--- config.mk ---
export PLATFORM = sky130hd
export DESIGN_NAME = instruction_fetch_sequencer
export DESIGN_NICKNAME = d
export VERILOG_FILES = /design/src/rtl/instruction_fetch_sequencer_pkg.sv /design/src/rtl/instruction_fetch_sequencer_fifo.sv /design/src/rtl/instruction_fetch_sequencer.sv
export SDC_FILE = /design/constraint.sdc
export NUM_CORES = 1
export LEC_CHECK = 0
export BUFFER_PORTS_ARGS = -buffer_cell sky130_fd_sc_hd__buf_2
export CAP_MARGIN = 15
export CORE_MARGIN = 2
export CORE_UTILIZATION = 59
export DETAILED_ROUTE_END_ITERATION = 12
export PLACE_DENSITY = 0.84
export RECOVER_POWER = 100
export SLEW_MARGIN = 10
export SYNTH_ARGS = -nofsm -noshare
export SYNTH_HDL_FRONTEND = slang
export SYNTH_HIERARCHICAL = 1
export SYNTH_SLANG_ARGS = --single-unit
export TNS_END_PERCENT = 20
--- constraint.sdc ---
create_clock -name clk -period 9.4 [get_ports clk]
set_input_delay 0.47 -clock clk [delete_from_list [all_inputs] [get_ports clk]]
set_output_delay 0.47 -clock clk [all_outputs]
set_load 0.01 [all_outputs]
--- src/rtl/instruction_fetch_sequencer_pkg.sv ---
// Shared types and constants for the instruction fetch sequencer.
// Used by the top module and its fetch buffer.
package instruction_fetch_sequencer_pkg;

    localparam int INSTR_W = 32;
    localparam int ADDR_W  = 32;

    typedef enum logic [1:0] {
        WAIT,
        RUN,
        PAUSE
    } state_t;

    typedef struct packed {
        logic [ADDR_W-1:0]  pc;
        logic [INSTR_W-1:0] instr;
    } fetch_entry_t;

endpackage

--- src/rtl/instruction_fetch_sequencer_fifo.sv ---
// Fetch buffer: registered storage with sync push/pop, flush and count.
// Head is read straight from storage so it holds steady under stall.
module fetch_fifo
    import instruction_fetch_sequencer_pkg::*;
#(
    parameter int DEPTH = 4,
    localparam int PW = $clog2(DEPTH),
    localparam int CW = PW + 1
) (
    input  logic         clk,
    input  logic         reset,
    input  logic         push,
    input  fetch_entry_t push_data,
    input  logic         pop,
    input  logic         flush,
    output fetch_entry_t head,
    output logic         empty,
    output logic [CW-1:0] count
);

    fetch_entry_t  mem [DEPTH];
    logic [PW-1:0] rd_ptr;
    logic [PW-1:0] wr_ptr;
    logic          do_push;
    logic          do_pop;

    assign do_pop  = pop && (count != '0);
    assign do_push = push && ((count != CW'(DEPTH)) || do_pop);

    always_ff @(posedge clk or posedge reset) begin
        if (reset) begin
            rd_ptr <= '0;
            wr_ptr <= '0;
            count  <= '0;
            for (int i = 0; i < DEPTH; i++) begin
                mem[i] <= '0;
            end
        end else if (flush) begin
            rd_ptr <= '0;
            wr_ptr <= '0;
            count  <= '0;
        end else begin
            if (do_push) begin
                mem[wr_ptr] <= push_data;
                wr_ptr      <= wr_ptr + 1'b1;
            end
            if (do_pop) begin
                rd_ptr <= rd_ptr + 1'b1;
            end
            count <= count + CW'(do_push) - CW'(do_pop);
        end
    end

    assign head  = mem[rd_ptr];
    assign empty = (count == '0);

endmodule

--- src/rtl/instruction_fetch_sequencer.sv ---
// Instruction fetch sequencer: PC, FSM, issue/in-flight tracking, redirect.
// Optional FETCH_PERF_COUNTERS_EN adds fetch/stall/flush counters.
module instruction_fetch_sequencer
    import instruction_fetch_sequencer_pkg::*;
#(
    parameter logic [31:0] RESET_PC     = 32'd0,
    parameter logic [31:0] PC_INCREMENT = 32'd1,
    parameter int          FIFO_DEPTH   = 4
) (
    input  logic        clk,
    input  logic        reset,
    input  logic        fetch_enable,
    output logic [31:0] imem_address,
    input  logic [31:0] imem_instruction,
    input  logic        branch_valid,
    input  logic [31:0] branch_target,
    input  logic        fetch_ready,
    output logic        fetch_valid,
    output logic [31:0] fetch_instruction,
    output logic [31:0] fetch_pc
`ifdef FETCH_PERF_COUNTERS_EN
    ,
    output logic [31:0] perf_fetched,
    output logic [31:0] perf_stall_cycles,
    output logic [15:0] perf_flushes
`endif
);

    localparam int CW = $clog2(FIFO_DEPTH) + 1;

    state_t        state;
    state_t        state_next;
    logic [31:0]   pc;
    logic          inflight;
    logic [31:0]   inflight_pc;
    logic [CW-1:0] count;
    logic          empty;
    fetch_entry_t  head;
    fetch_entry_t  push_data;
    logic          pop;
    logic          push;
    logic          redirect;
    logic          issue;
    logic          run;
    logic [CW:0]   occupancy;

    always_ff @(posedge clk or posedge reset) begin
        if (reset) begin
            state <= WAIT;
        end else begin
            state <= state_next;
        end
    end

    always_comb begin
        state_next = state;
        unique case (state)
            WAIT:    state_next = fetch_enable ? RUN : PAUSE;
            RUN:     state_next = fetch_enable ? RUN : PAUSE;
            PAUSE:   state_next = fetch_enable ? RUN : PAUSE;
            default: state_next = WAIT;
        endcase
    end

    always_comb begin
        run          = (state == RUN);
        redirect     = branch_valid && (state != WAIT);
        fetch_valid  = !empty;
        imem_address = pc;
    end

    assign pop = fetch_valid && fetch_ready;

    // Count the in-flight word as occupied so a full buffer never overflows.
    assign occupancy = {1'b0, count} + (CW + 1)'(inflight) - (CW + 1)'(pop);
    assign issue     = run && !branch_valid
                    && (occupancy < (CW + 1)'(FIFO_DEPTH));
    assign push      = inflight && !redirect;

    always_ff @(posedge clk or posedge reset) begin
        if (reset) begin
            pc          <= RESET_PC;
            inflight    <= 1'b0;
            inflight_pc <= '0;
        end else begin
            inflight <= issue;
            if (redirect) begin
                pc <= branch_target;
            end else if (issue) begin
                pc          <= pc + PC_INCREMENT;
                inflight_pc <= pc;
            end
        end
    end

    assign push_data.pc    = inflight_pc;
    assign push_data.instr = imem_instruction;

    fetch_fifo #(
        .DEPTH (FIFO_DEPTH)
    ) u_fifo (
        .clk       (clk),
        .reset     (reset),
        .push      (push),
        .push_data (push_data),
        .pop       (pop),
        .flush     (redirect),
        .head      (head),
        .empty     (empty),
        .count     (count)
    );

    assign fetch_instruction = head.instr;
    assign fetch_pc          = head.pc;

`ifdef FETCH_PERF_COUNTERS_EN
    always_ff @(posedge clk or posedge reset) begin
        if (reset) begin
            perf_fetched      <= '0;
            perf_stall_cycles <= '0;
            perf_flushes      <= '0;
        end else begin
            if (pop) begin
                perf_fetched <= perf_fetched + 32'd1;
            end
            if (fetch_valid && !fetch_ready) begin
                perf_stall_cycles <= perf_stall_cycles + 32'd1;
            end
            if (branch_valid) begin
                perf_flushes <= perf_flushes + 16'd1;
            end
        end
    end
`endif

endmodule
==> out/summary.txt <==
Tcrit/Tclk final: 63.2%
# Max-Cap Violations: 11
Post CTS Setup Buffer Count: 0
Pre-antenna DRT Iters: 5
Final setup viols: 0
Crit-path cells: clkbuf_1 -> mux4_2 -> clkbuf_1
Worst slew pin tran: 4.32 ns
Residual DRC: 0
Status: complete, but fails checks
Top-count cell post-synth: dfrtp_1
Die Wd: 168 microns
Final Critical Period: 5.94 ns
Crit Path Class: reg -> out
Fin Setup TNS: 0 ns
DRT iter0 DRCs: 590
CTS tree: built
Yosys cell types: 54
Synthesized flop and latch total: 330
Routed wire length: 33,400 microns
Die area: 0.0281 sq mm
Grt total ovfl: 0
Post-CTS Hold Fix Bufs: 0
Core area: 0.0262 sq mm
Post-synth top cells: dfrtp_1, mux2_4, mux2_2
Post-synthesis cell count: 987
Syn_area_per_cell: 16.0 sq um
Max VDD drop: 0.000160 V
Via count: 9,065
Dominant cells by area after synthesis: dfrtp_1, mux2_4, mux4_2
Pwr/cell area: 257 mW/mm^2
GRT Util Overall: 24.7%
CTS resizes: 0
Relative slew slack: -190%
Worst-skew pair later-pin latency: 0.52 ns
Final antenna-violating net count: 0
Max Clk Rate: 168 MHz
Syn Nets: 1,067
Critical Path Max Stage Delay: 2.89 ns
Crit-path max FO: 50
RSZ-0062 raised after global routing: false
Largest net degree at the start of global routing: 98
Delay-heaviest family, CP: buffers and inverters
Synth Flop Type: dfrtp_1
Routed vias/inst: 6.00
HP Class: in -> reg
Crit path buf inv count: 2
Worst path slowest cell: clkbuf_1
Power, Total: 0.00439 W
Layout Nets: 1,228
Clk slew on worst S/H paths: 0.06 ns
Post-synth EDFFs: 0
IO Pins: 166
Clk_skew: 0.0185 ns
Port Buffer Count: 165
RD Place Congestion: 0.862
Final Hold Vio Count: 0
Initial antenna violation count: 3
Warnings, synthesis: 6
Share of cells above drive strength 1: 27.1%
DPL Wire Length: 20,800 microns
Crit path DAT: 5.47 ns
Post-Layout Cell Count: 1,512
Root buffer cell: clkbuf_16
Post-placement cell count: 1,444
Worst setup SP type: flop
H-tree depth: 2
Routed wire per std cell: 22.1 microns
Seq/Total Area, Yosys: 52.3%
Worst Setup End Kind: output pin
Req. time, crit path: 8.93 ns
First-pass GRT wire length: 55,100 microns
Async SR Flop Fraction: 100%
Area growth from synthesis to layout: 7.94%
Most frequent CP cell: clkbuf_1
TritonCTS Buffers: 36
Initial Utilization: 60.3%
Synth top area share: 52.3%
Clock sinks: 330
Number of global-route vias before repair: 9,932
LEAKAGE: 7.95 nW
Failing checks: capacitance limit, slew limit
Cell accounting for the most synthesized area: dfrtp_1
Final slew viol count: 470
Die Span Y: 168 microns
Synthesized area: 0.0158 sq mm
Clock Path Buffers: 3
Number of core rows: 59
## cells in the final DEF (no fill, tap or decap), types with 16 or more instances in the layout
cell,n
dfrtp_1,329
mux2_1,179
clkbuf_1,111
mux2_2,103
buf_2,67
mux4_2,64
nand2_1,45
clkbuf_16,37
xnor2_1,21
o21ai_0,21
nand3_1,17
nor2_1,16
clkbuf_8,16
## stage by stage
step | area [sq um] | utilization [%] | hold WS [ns] | worst slack, ns
2_1_floorplan | 15800 | - | 0.452 | 1.69
3_3_place_gp | 16600 | 63.5 | 0.469 | 5.31
3_5_place_dp | 16600 | 63.5 | 0.471 | 5.15
4_1_cts | 17900 | 68.3 | 0.105 | 5.09
5_1_grt | 17000 | 65.0 | 0.109 | 2.89
6_report | 17100 | 65.1 | 0.124 | 3.46
## layout make-up
type	instances	area [sq um]
clock buffers	55	1150
flip-flops and latches	330	8260
multi-input cells	580	6220
clock inverters	10	114
inverters	18	68.8
fillers	1991	9160
well taps	335	419
diodes	2	5.00
repair buffers	182	810
## worst reg2reg max path, stage by stage, from the launching register on
cell,delay [ns]
dfrtp_1,0.48
nor3_1,0.38
nor2b_1,0.17
nor4b_1,1.76
nor4bb_4,0.06
clkbuf_1,0.77
clkbuf_1,1.23
mux2_1,0.77
## per-layer routing
metal / share of wire [%] / routed length (microns) / track usage [%]
met5: 0.039 / 13 / 0
met1: 44 / 14600 / 35.0
met2: 48 / 16100 / 39.2
met3: 5.9 / 1980 / 5.11
met4: 2.1 / 708 / 7.03
## power breakdown
part	leakage (nW)	switching [W]	total [W]	internal [W]
combinational	2.91	0.000465	0.000963	0.000498
sequential	4.41	0.000270	0.00195	0.00168
clock	0.631	0.000571	0.00147	0.000903
total	7.95	0.00131	0.00439	0.00308
## registers in the layout, indices dropped and copies added (netlist names)
signal and cells:
imem_address 32, u_fifo/mem 256, u_fifo/count 3, u_fifo/wr_ptr 2
u_fifo/rd_ptr 2, state 2, inflight_pc 32, inflight 1
## cell families (layout without fill, tap and decap cells)
group                      count (synthesis)  after routing  synth area share [%]
other                                      0              2                     0
buffers and inverters                     77            265                  4.07
adders and majority gates                 11             11                 0.919
muxes                                    354            354                  34.0
AOI/OAI and AO/OA                         68             68                  3.02
and+or+nand+nor                          124            124                  4.40
xor gates and xnor gates                  23             23                  1.28
DFF                                      330            330                  52.3
## worst paths after layout
check / cells past startpoint / start / end / slack [ns]
setup / recovery: 3 / u_fifo/rd_ptr[0] / fetch_pc[14] / 3.46
hold / removal: 2 / fetch_enable / state[1] / 0.12
setup reg to reg: 7 / u_fifo/count[1] / u_fifo/mem[161] / 3.64
hold reg to reg: 1 / u_fifo/mem[126] / u_fifo/mem[126] / 0.48
max in group asynchronous: 4 / reset / u_fifo/rd_ptr[1] / 5.61
min in group asynchronous: 2 / reset / u_fifo/mem[187] / 1.31
(Power assumes the default switching activity.)
